### src/rtl/image_streamer_if.sv
// image_streamer_if: host write port, start/status and the regnet pixel/label
// handshake of image_streamer bundled together. The streamer connects
// through the slave modport. The host or loader connects through master.
`timescale 1ns/1ps

interface image_streamer_if #(
    parameter int NUM_PIXELS     = 10,
    parameter int INPUT_SIZE     = 1,
    parameter int NUM_CLASSES    = 10,
    parameter int INTEGER_WIDTH  = 8,
    parameter int FRACTION_WIDTH = 8
);
    localparam int AW = (NUM_PIXELS  > 1) ? $clog2(NUM_PIXELS)  : 1;
    localparam int LW = (NUM_CLASSES > 1) ? $clog2(NUM_CLASSES) : 1;

    // host write port
    logic                                           wr_en;
    logic [AW-1:0]                                  wr_addr;
    logic signed [INTEGER_WIDTH-1:-FRACTION_WIDTH]  wr_data;
    // run control / status
    logic                                           start;
    logic                                           busy;
    logic [LW-1:0]                                  result_label;
    logic                                           result_valid;
    logic                                           timeout;
    // regnet side
    logic                                           image_ready;
    logic signed [INTEGER_WIDTH-1:-FRACTION_WIDTH]  pixels [INPUT_SIZE];
    logic                                           label_ready;
    logic [LW-1:0]                                  label;

    modport master (
        output wr_en, wr_addr, wr_data, start, label_ready, label,
        input  busy, image_ready, pixels, result_label, result_valid, timeout
    );

    modport slave (
        input  wr_en, wr_addr, wr_data, start, label_ready, label,
        output busy, image_ready, pixels, result_label, result_valid, timeout
    );
endinterface

### src/rtl/image_streamer.sv
// image_streamer: buffers one image written by the host and streams it into
// regnet INPUT_SIZE pixels per cycle on start. It then waits for label_ready
// and captures the predicted label.
// Optional feature macro: IMAGE_STREAMER_TIMEOUT_EN. When it is defined, the
// WAIT state gives up after TIMEOUT_CYCLES cycles without label_ready.
`timescale 1ns/1ps

module image_streamer #(
    parameter int NUM_PIXELS     = 10,
    parameter int INPUT_SIZE     = 1,
    parameter int NUM_CLASSES    = 10,
    parameter int TIMEOUT_CYCLES = 1024,
    parameter int INTEGER_WIDTH  = 8,
    parameter int FRACTION_WIDTH = 8
) (
    input  logic               clock,
    input  logic               reset,
    image_streamer_if.slave    bus
);
    localparam int NUM_GROUPS = (NUM_PIXELS + INPUT_SIZE - 1) / INPUT_SIZE;
    localparam int GW         = (NUM_GROUPS  > 1) ? $clog2(NUM_GROUPS)  : 1;
    localparam int AW         = (NUM_PIXELS  > 1) ? $clog2(NUM_PIXELS)  : 1;
    localparam int LW         = (NUM_CLASSES > 1) ? $clog2(NUM_CLASSES) : 1;

    typedef logic signed [INTEGER_WIDTH-1:-FRACTION_WIDTH] pixel_t;
    typedef enum logic [1:0] {S_IDLE, S_STREAM, S_WAIT, S_DONE} state_t;

    state_t          r_state, w_state_next;
    logic [GW-1:0]   r_group, w_group_next;
    logic            r_busy;
    logic            r_image_ready;
    logic            r_result_valid, w_result_valid_next;
    logic [LW-1:0]   r_result_label, w_result_label_next;
    pixel_t          r_buffer [NUM_PIXELS];
    pixel_t          w_pixels [INPUT_SIZE];
    logic            w_wr_accept;

`ifdef IMAGE_STREAMER_TIMEOUT_EN
    localparam int TW = $clog2(TIMEOUT_CYCLES + 1);
    logic [TW-1:0]   r_wait_cnt, w_wait_cnt_next;
    logic            r_timeout, w_timeout_next;
`endif

    // Host writes land only while no run is in progress and only in range.
    assign w_wr_accept = bus.wr_en
                       && (r_state == S_IDLE || r_state == S_DONE)
                       && (32'(bus.wr_addr) < 32'(NUM_PIXELS));

    // Pixel buffer: not reset, so an image survives a run abort.
    always_ff @(posedge clock) begin
        if (w_wr_accept)
            r_buffer[bus.wr_addr] <= bus.wr_data;
    end

    // Next-state, group counter and result capture.
    always_comb begin
        w_state_next        = r_state;
        w_group_next        = r_group;
        w_result_valid_next = r_result_valid;
        w_result_label_next = r_result_label;
`ifdef IMAGE_STREAMER_TIMEOUT_EN
        w_wait_cnt_next     = r_wait_cnt;
        w_timeout_next      = r_timeout;
`endif
        case (r_state)
            S_IDLE, S_DONE: begin
                if (bus.start) begin
                    w_state_next        = S_STREAM;
                    w_group_next        = '0;
                    w_result_valid_next = 1'b0;
`ifdef IMAGE_STREAMER_TIMEOUT_EN
                    w_timeout_next      = 1'b0;
                    w_wait_cnt_next     = '0;
`endif
                end
            end
            S_STREAM: begin
                if (r_group == GW'(NUM_GROUPS - 1)) begin
                    w_state_next = S_WAIT;
                    w_group_next = '0;
                end else begin
                    w_group_next = r_group + 1'b1;
                end
            end
            S_WAIT: begin
                if (bus.label_ready) begin
                    w_state_next        = S_DONE;
                    w_result_label_next = bus.label;
                    w_result_valid_next = 1'b1;
                end
`ifdef IMAGE_STREAMER_TIMEOUT_EN
                else if (r_wait_cnt == TW'(TIMEOUT_CYCLES - 1)) begin
                    w_state_next        = S_DONE;
                    w_result_label_next = '0;
                    w_result_valid_next = 1'b1;
                    w_timeout_next      = 1'b1;
                end else begin
                    w_wait_cnt_next = r_wait_cnt + 1'b1;
                end
`endif
            end
            default: w_state_next = S_IDLE;
        endcase
    end

    // State and registered control outputs, decoded from the next state so
    // they change at the same edge as the state.
    always_ff @(posedge clock or negedge reset) begin
        if (!reset) begin
            r_state        <= S_IDLE;
            r_group        <= '0;
            r_busy         <= 1'b0;
            r_image_ready  <= 1'b0;
            r_result_valid <= 1'b0;
            r_result_label <= '0;
`ifdef IMAGE_STREAMER_TIMEOUT_EN
            r_wait_cnt     <= '0;
            r_timeout      <= 1'b0;
`endif
        end else begin
            r_state        <= w_state_next;
            r_group        <= w_group_next;
            r_busy         <= (w_state_next == S_STREAM) || (w_state_next == S_WAIT);
            r_image_ready  <= (w_state_next == S_STREAM);
            r_result_valid <= w_result_valid_next;
            r_result_label <= w_result_label_next;
`ifdef IMAGE_STREAMER_TIMEOUT_EN
            r_wait_cnt     <= w_wait_cnt_next;
            r_timeout      <= w_timeout_next;
`endif
        end
    end

    // Pixel lanes: current group while streaming. Padding lanes past the
    // end of the image and all lanes outside STREAM are zero.
    always_comb begin
        for (int unsigned i = 0; i < INPUT_SIZE; i++) begin
            int unsigned idx;
            idx         = 32'(r_group) * 32'(INPUT_SIZE) + i;
            w_pixels[i] = '0;
            if (r_state == S_STREAM && idx < 32'(NUM_PIXELS))
                w_pixels[i] = r_buffer[idx[AW-1:0]];
        end
    end

    assign bus.pixels       = w_pixels;
    assign bus.busy         = r_busy;
    assign bus.image_ready  = r_image_ready;
    assign bus.result_valid = r_result_valid;
    assign bus.result_label = r_result_label;
`ifdef IMAGE_STREAMER_TIMEOUT_EN
    assign bus.timeout      = r_timeout;
`else
    assign bus.timeout      = 1'b0;
`endif

endmodule
### src/flat_wrapper.sv
// flat-port wrapper written by rule: the top's interface ports become plain ports
module image_streamer_flat 
#(
    parameter int NUM_PIXELS     = 10,
    parameter int INPUT_SIZE     = 1,
    parameter int NUM_CLASSES    = 10,
    parameter int TIMEOUT_CYCLES = 1024,
    parameter int INTEGER_WIDTH  = 8,
    parameter int FRACTION_WIDTH = 8
)
  (clock, reset, bus_wr_en, bus_wr_addr, bus_wr_data, bus_start, bus_label_ready, bus_label, bus_busy, bus_image_ready, bus_pixels, bus_result_label, bus_result_valid, bus_timeout);
  image_streamer_if #(.NUM_PIXELS(NUM_PIXELS), .INPUT_SIZE(INPUT_SIZE), .NUM_CLASSES(NUM_CLASSES), .INTEGER_WIDTH(INTEGER_WIDTH), .FRACTION_WIDTH(FRACTION_WIDTH)) bus_i ();
  input  logic clock;
  input  logic reset;
  input wire logic [$bits(bus_i.wr_en)-1:0] bus_wr_en;
  input wire logic [$bits(bus_i.wr_addr)-1:0] bus_wr_addr;
  input wire logic [$bits(bus_i.wr_data)-1:0] bus_wr_data;
  input wire logic [$bits(bus_i.start)-1:0] bus_start;
  input wire logic [$bits(bus_i.label_ready)-1:0] bus_label_ready;
  input wire logic [$bits(bus_i.label)-1:0] bus_label;
  output wire logic [$bits(bus_i.busy)-1:0] bus_busy;
  output wire logic [$bits(bus_i.image_ready)-1:0] bus_image_ready;
  output wire logic [$bits(bus_i.pixels)-1:0] bus_pixels;
  output wire logic [$bits(bus_i.result_label)-1:0] bus_result_label;
  output wire logic [$bits(bus_i.result_valid)-1:0] bus_result_valid;
  output wire logic [$bits(bus_i.timeout)-1:0] bus_timeout;
  assign bus_i.wr_en = bus_wr_en;
  assign bus_i.wr_addr = bus_wr_addr;
  assign bus_i.wr_data = bus_wr_data;
  assign bus_i.start = bus_start;
  assign bus_i.label_ready = bus_label_ready;
  assign bus_i.label = bus_label;
  assign bus_busy = bus_i.busy;
  assign bus_image_ready = bus_i.image_ready;
  assign bus_pixels = {>>{bus_i.pixels}};
  assign bus_result_label = bus_i.result_label;
  assign bus_result_valid = bus_i.result_valid;
  assign bus_timeout = bus_i.timeout;
  image_streamer #(.NUM_PIXELS(NUM_PIXELS), .INPUT_SIZE(INPUT_SIZE), .NUM_CLASSES(NUM_CLASSES), .TIMEOUT_CYCLES(TIMEOUT_CYCLES), .INTEGER_WIDTH(INTEGER_WIDTH), .FRACTION_WIDTH(FRACTION_WIDTH)) u_core (.clock(clock), .reset(reset), .bus(bus_i));
endmodule
### config.mk
export PLATFORM = sky130hd
export DESIGN_NAME = image_streamer_flat
export DESIGN_NICKNAME = d
export VERILOG_FILES = /design/src/rtl/image_streamer_if.sv /design/src/rtl/image_streamer.sv /design/src/flat_wrapper.sv
export SDC_FILE = /design/constraint.sdc
export NUM_CORES = 1
export LEC_CHECK = 0
export CAP_MARGIN = 10
export CORE_MARGIN = 2
export CORE_UTILIZATION = 35
export DETAILED_ROUTE_END_ITERATION = 16
export PLACE_DENSITY_LB_ADDON = 0.15
export SYNTH_ARGS = -nofsm -noshare
export SYNTH_HDL_FRONTEND = slang
export SYNTH_SLANG_ARGS = --single-unit
### constraint.sdc
create_clock -name clock -period 2.65 [get_ports clock]
set_input_delay 0.6625 -clock clock [delete_from_list [all_inputs] [get_ports clock]]
set_output_delay 0.6625 -clock clock [all_outputs]
set_load 0.02 [all_outputs]
; ---- After elaboration in Yosys (flattened, before gate mapping)
; Memories as Yosys holds them, arrays and structs flattened.
; Cells that the tools add are included.
; W data, S select, Z words.
[totals]
out_inout_bits = 24
elab_cells = 43
regBits = 13
in_bits = 29
ram_bits = 160
n_memories = 1
[memory_table]
columns = memory, words, width, rd, rd_ports_with_merged_regs, wr, line
row1 = u_core.r_buffer, 10, 16, 1, 0, 1, image_streamer.sv:34  ; pixel_t r_buffer [NUM_PIXELS];
[classes]
add_sub_neg = 1
mux = 13
reduce_logical = 12
magnitude_cmp = 2
eq_ne = 8
[op_table]
columns = cell, count
row1 = $mux W16, 1
row2 = $lt A4 B4 Y1 const B, 2
row3 = $mux W4, 2
row4 = $pmux W4 S2, 1
row5 = $eq A2 B2 Y1 const B, 3
row6 = $mux W2, 3
row7 = $pmux W2 S3, 1
row8 = $add A4 B1 Y4 const B, 1
row9 = $eq A2 B1 Y1 const B, 2
row10 = $eq A4 B4 Y1 const B, 1
row11 = $mux W1, 4
row12 = $ne A2 B2 Y1 const B, 2
row13 = $reduce_and A2 Y1, 2
row14 = $reduce_bool A2 Y1, 2
row15 = $logic_and A1 B1 Y1, 3
row16 = $reduce_and A3 Y1, 1
row17 = $logic_not A2 Y1, 1
row18 = $logic_or A1 B1 Y1, 2
row19 = $pmux W1 S2, 1
row20 = $reduce_or A2 Y1, 1

; ---- Depth between registers and ports, before layout
[logic_depth]
depth_word = 6
depth_mapped = 10
depth_no_buf = 8

; ---- Worst setup path before layout
; No wires, ideal clock.
[synth_path]
kind = input -> register
startpoint = in bus_wr_addr[1]
endpoint = mem u_core.r_buffer[0][0] (netlist bit), enable pin
stages = 2
setup_time_ps = 409
required_time_ps = 2241
arrival_ps = 2235
n_path_buf = 0
path_slack_ps = 6
path_cell_list = or3b_1 -> nor3_1
[synth_between]
elab_chain_len = 4
[synth_rtl]
columns = element, line
row1 = "start, declared", flat_wrapper.sv:16  ; input wire logic [$bits(bus_i.wr_addr)-1:0] bus_wr_addr;
row2 = $lt A4 B4 Y1, image_streamer.sv:47  ; && (32'(bus.wr_addr) < 32'(NUM_PIXELS));
row3 = $logic_and A1 B1 Y1, image_streamer.sv:47
row4 = $mux W1, image_streamer.sv:51  ; if (w_wr_accept)
row5 = $mux W1 (not written as such), image_streamer.sv:52  ; r_buffer[bus.wr_addr] <= bus.wr_data;
row6 = "end, declared", image_streamer.sv:34
; Parallel ways exist; a longest one is shown, timed or not.

; ---- Worst setup path after layout
[layout_path]
startpoint = reg u_core.r_group[0]
endpoint = out bus_pixels[12]
[layout_between]
elab_chain_len = 3
word_cells_on_any_way = 4
cone_classes = order compare (1) / mux (1) / reduce/logical (1) / memory (1)
[layout_rtl]
columns = element, line
row1 = "start, declared", image_streamer.sv:29  ; logic [GW-1:0] r_group, w_group_next;
row2 = "start signal, assigned", image_streamer.sv:122  ; r_group <= w_group_next;
row3 = $lt A4 B4 Y1, image_streamer.sv:141  ; if (r_state == S_STREAM && idx < 32'(NUM_PIXELS))
row4 = $logic_and A1 B1 Y1, image_streamer.sv:141
row5 = $mux W16 *, image_streamer.sv:141
row6 = "end, declared", flat_wrapper.sv:23  ; output wire logic [$bits(bus_i.pixels)-1:0] bus_pixels;
; Mark *: on every way between the ends. The rest lies on a longest branch, timed or not.

==> flow_metrics.env <==
export IMPL_clockRootBuffer="clkbuf_16"
export IMPL_routed_via_count=3497
export IMPL_cp_cell_sequence="buf_6 > buf_12 > buf_12 > mux4_2 > a22oi_2 > nand2_2 > buf_6"
export IMPL_hold_path_depth=1
export IMPL_first_pass_iters=4
export IMPL_io_pins=53
export IMPL_drv_slew=0
export IMPL_final_common_cell="edfxtp_1"
export IMPL_crit_type="register to primary output"
export IMPL_crit_buf_inv=4
export IMPL_finalPower_w=0.00859
export IMPL_drt_iter0_drc=185
export IMPL_synth_seq_area_share_pct=75.3
export IMPL_synthCells=350
export IMPL_intPower_w=0.00607
export IMPL_syn_num_nets=384
export IMPL_ys_warn_count=0
export IMPL_antenna_cells=0
export IMPL_cts_buffers=17
export IMPL_r2r_cells=6
export IMPL_timing_final_crit_share_pct=103
export IMPL_netlist_area_um2=6820
export IMPL_comb_power_share_pct=33.9
export IMPL_final_cell_mix="edfxtp_1, nand2_1, clkdlybuf4s50_1"
export IMPL_finalHoldViolCount=0
export IMPL_ir_drop_mv=0.540
export IMPL_clk_pin_slew_ns=0.06
export IMPL_die_area_um2=20600
export IMPL_finalSetupTns_ns=-0.556
export IMPL_grt_overflow=0
export IMPL_portBuffers=51
export IMPL_layout_drive_gt1_share_pct=37.3
export IMPL_switching_share_pct=29.3
export IMPL_grt_pass1_vias=3568
export IMPL_worst_setup_path_end_kind="primary output"
export IMPL_critical_path_top_delay_family="buffers and inverters"
export IMPL_crit_fanout=5
export IMPL_fin_skew_ns=0.0228
export IMPL_routabilityCongestion=0.685
export IMPL_multi_input_area_um2=1650
export IMPL_place_hpwl_um=8330
export IMPL_die_w_um=144
export IMPL_max_freq_ghz=0.366
export IMPL_postRouteWirelength_um=14400
export IMPL_cp_depth=7
export IMPL_viasPerCell=4.83
export IMPL_relSlewSlack_pct=56.2
export IMPL_hold_class="register to register"
export IMPL_avgSynthCellArea_um2=19.5
export IMPL_net_switching_power_w=0.00252
export IMPL_crit_arrival_ns=2.07
export IMPL_clk_path_buf_depth=2
export IMPL_ant_nets=0
export IMPL_areaGrowthSynthToFinish_pct=29.7
export IMPL_wl_per_cell_um=19.9
export IMPL_synth_distinct_cells=34
export IMPL_maxCapViolations=0
export IMPL_core_um2=19300
export IMPL_cp_required_ns=1.99
export IMPL_gr_usage_all_layers_pct=15.0
export IMPL_cpPeakStageDelay_ns=0.43
export IMPL_pwr_share_seq_pct=36.8
export IMPL_rsz0062_at_grt="true"
export IMPL_htree_levels=4
export IMPL_drc=0
export IMPL_p_clk_share_pct=29.3
export IMPL_grt_pass1_wl_um=21500
export IMPL_rows=51
export IMPL_powerDensity_nw_per_um2=972
export IMPL_seq_area_um2=5130
export IMPL_layout_nets=480
export IMPL_fill_cells=1678
export IMPL_die_y_um=144
export IMPL_initial_core_util_pct=35.4
export IMPL_ys_ff_latch=173
export IMPL_leakagePower_nw=2.96
export IMPL_antenna_found_initial=0
export IMPL_failed_checks="setup timing"
export IMPL_grt_max_degree=19
export IMPL_startpoint_type="register"
export IMPL_cts_sinks=173
export IMPL_clkLatencyLatePin_ns=0.43
export IMPL_worstMarginPinSlew_ns=0.655
export IMPL_status="finished, violations left"
export IMPL_setup_violations_final=12
export IMPL_fin_crit_ns=2.74
export IMPL_setup_slack_ns=-0.0851
export IMPL_crit_slowest_cell="dfrtp_2"
export IMPL_final_util_pct=45.9
export IMPL_cts_tree="done"
-- power by group through the flow --
stage               clock network [W]  logic, W  registers (W)
floorplan                           0   0.00147        0.00326
global placement                    0   0.00249        0.00322
detailed placement                  0   0.00249        0.00322
CTS                           0.00258   0.00292        0.00316
global route                  0.00269   0.00311        0.00317
finish                        0.00252   0.00291        0.00316
-- registers in the layout, indices dropped and copies added (netlist names) --
signal,count
u_core.r_group,4
u_core.bus.result_valid,1
u_core.bus.image_ready,1
u_core.r_state,2
u_core.bus.result_label,4
u_core.bus.busy,1
u_core.r_buffer,160
-- cell type report --
type,count,share of cell area [%]
timing repair buffer,94,12.5
clock inverter,15,1.98
clock buffer,17,4.81
multi-input combinational,155,18.7
tap,265,3.75
sequential,173,58.1
inverter,5,0.212
-- synthesized netlist by cell type, drive strengths merged --
| cell type | instances | area [um^2] |
|---|---|---|
| nand2 | 39 | 146 |
| clkbuf | 2 | 7.51 |
| o21ai | 3 | 15.0 |
| or3b | 1 | 8.76 |
| dfrtp | 13 | 325 |
| o22a | 1 | 8.76 |
| o21bai | 1 | 7.51 |
| nor3 | 4 | 20.0 |
| nor3b | 1 | 12.5 |
| or2 | 1 | 6.26 |
| conb | 1 | 3.75 |
| edfxtp | 160 | 4800 |
| nand2b | 3 | 18.8 |
| inv | 5 | 18.8 |
| a31o | 1 | 8.76 |
| nor2 | 9 | 33.8 |
| mux2 | 20 | 225 |
| nor4bb | 1 | 10.0 |
| o2bb2ai | 1 | 8.76 |
| ha | 5 | 62.6 |
| nand3 | 3 | 15.0 |
| and3b | 1 | 8.76 |
| buf | 15 | 125 |
| a21oi | 5 | 25.0 |
| o31ai | 2 | 15.0 |
| mux2i | 1 | 10.0 |
| nand3b | 3 | 22.5 |
| mux4 | 32 | 721 |
| a22oi | 16 | 120 |
-- per-stage QoR --
stage	hold slack (ns)	setup slack [ns]	instances	area, um^2
after floorplan	0.367	0.00587	350	6820
after global placement	0.488	-0.0482	679	7970
after detailed placement	0.492	-0.0479	679	7970
after CTS	0.507	-0.167	724	8820
after global routing	0.529	-0.184	724	8840
final	0.504	-0.0851	724	8840
-- cells by family after synthesis --
logic type / count (synthesis) / synth area share [%]
simple gates: 66 / 4.44
other cells: 1 / 0.0550
flops: 173 / 75.3
mux: 53 / 14.0
fa+ha+maj: 5 / 0.918
buf+inv: 22 / 2.22
compound gates: 30 / 3.07
-- worst paths after layout --
kind,slack (ns),to,startpoint
max,-0.09,bus_pixels[12],u_core.r_group[0]$_DFFE_PN0P_
min,0.50,u_core.bus.result_label[1]$_DFFE_PN0P_,u_core.bus.result_label[1]$_DFFE_PN0P_
max reg2reg,0.66,u_core.r_buffer[1][0]$_DFFE_PP_,u_core.r_state[0]$_DFF_PN0_
min reg2reg,0.50,u_core.bus.result_label[1]$_DFFE_PN0P_,u_core.bus.result_label[1]$_DFFE_PN0P_
max in group asynchronous,1.54,u_core.r_group[0]$_DFFE_PN0P_,reset
min in group asynchronous,0.62,u_core.bus.result_label[0]$_DFFE_PN0P_,reset
-- metal layers --
layer	wire length [um]	vias up	track usage (%)
li1	-	1590	-
met1	6760	1836	20.3
met2	7030	61	23.7
met3	501	10	3.87
met4	150	0	5.26
met5	0	-	0
-- timing repair --
action                                  CTS  global route
setup buffers                            10             2
cloned                                    3             0
pin swaps                                26            12
gates resized for setup                 105            10
hold buffers                              0             0
endpoints found under the setup margin   16            16
Power figures use the tool's default switching activity.
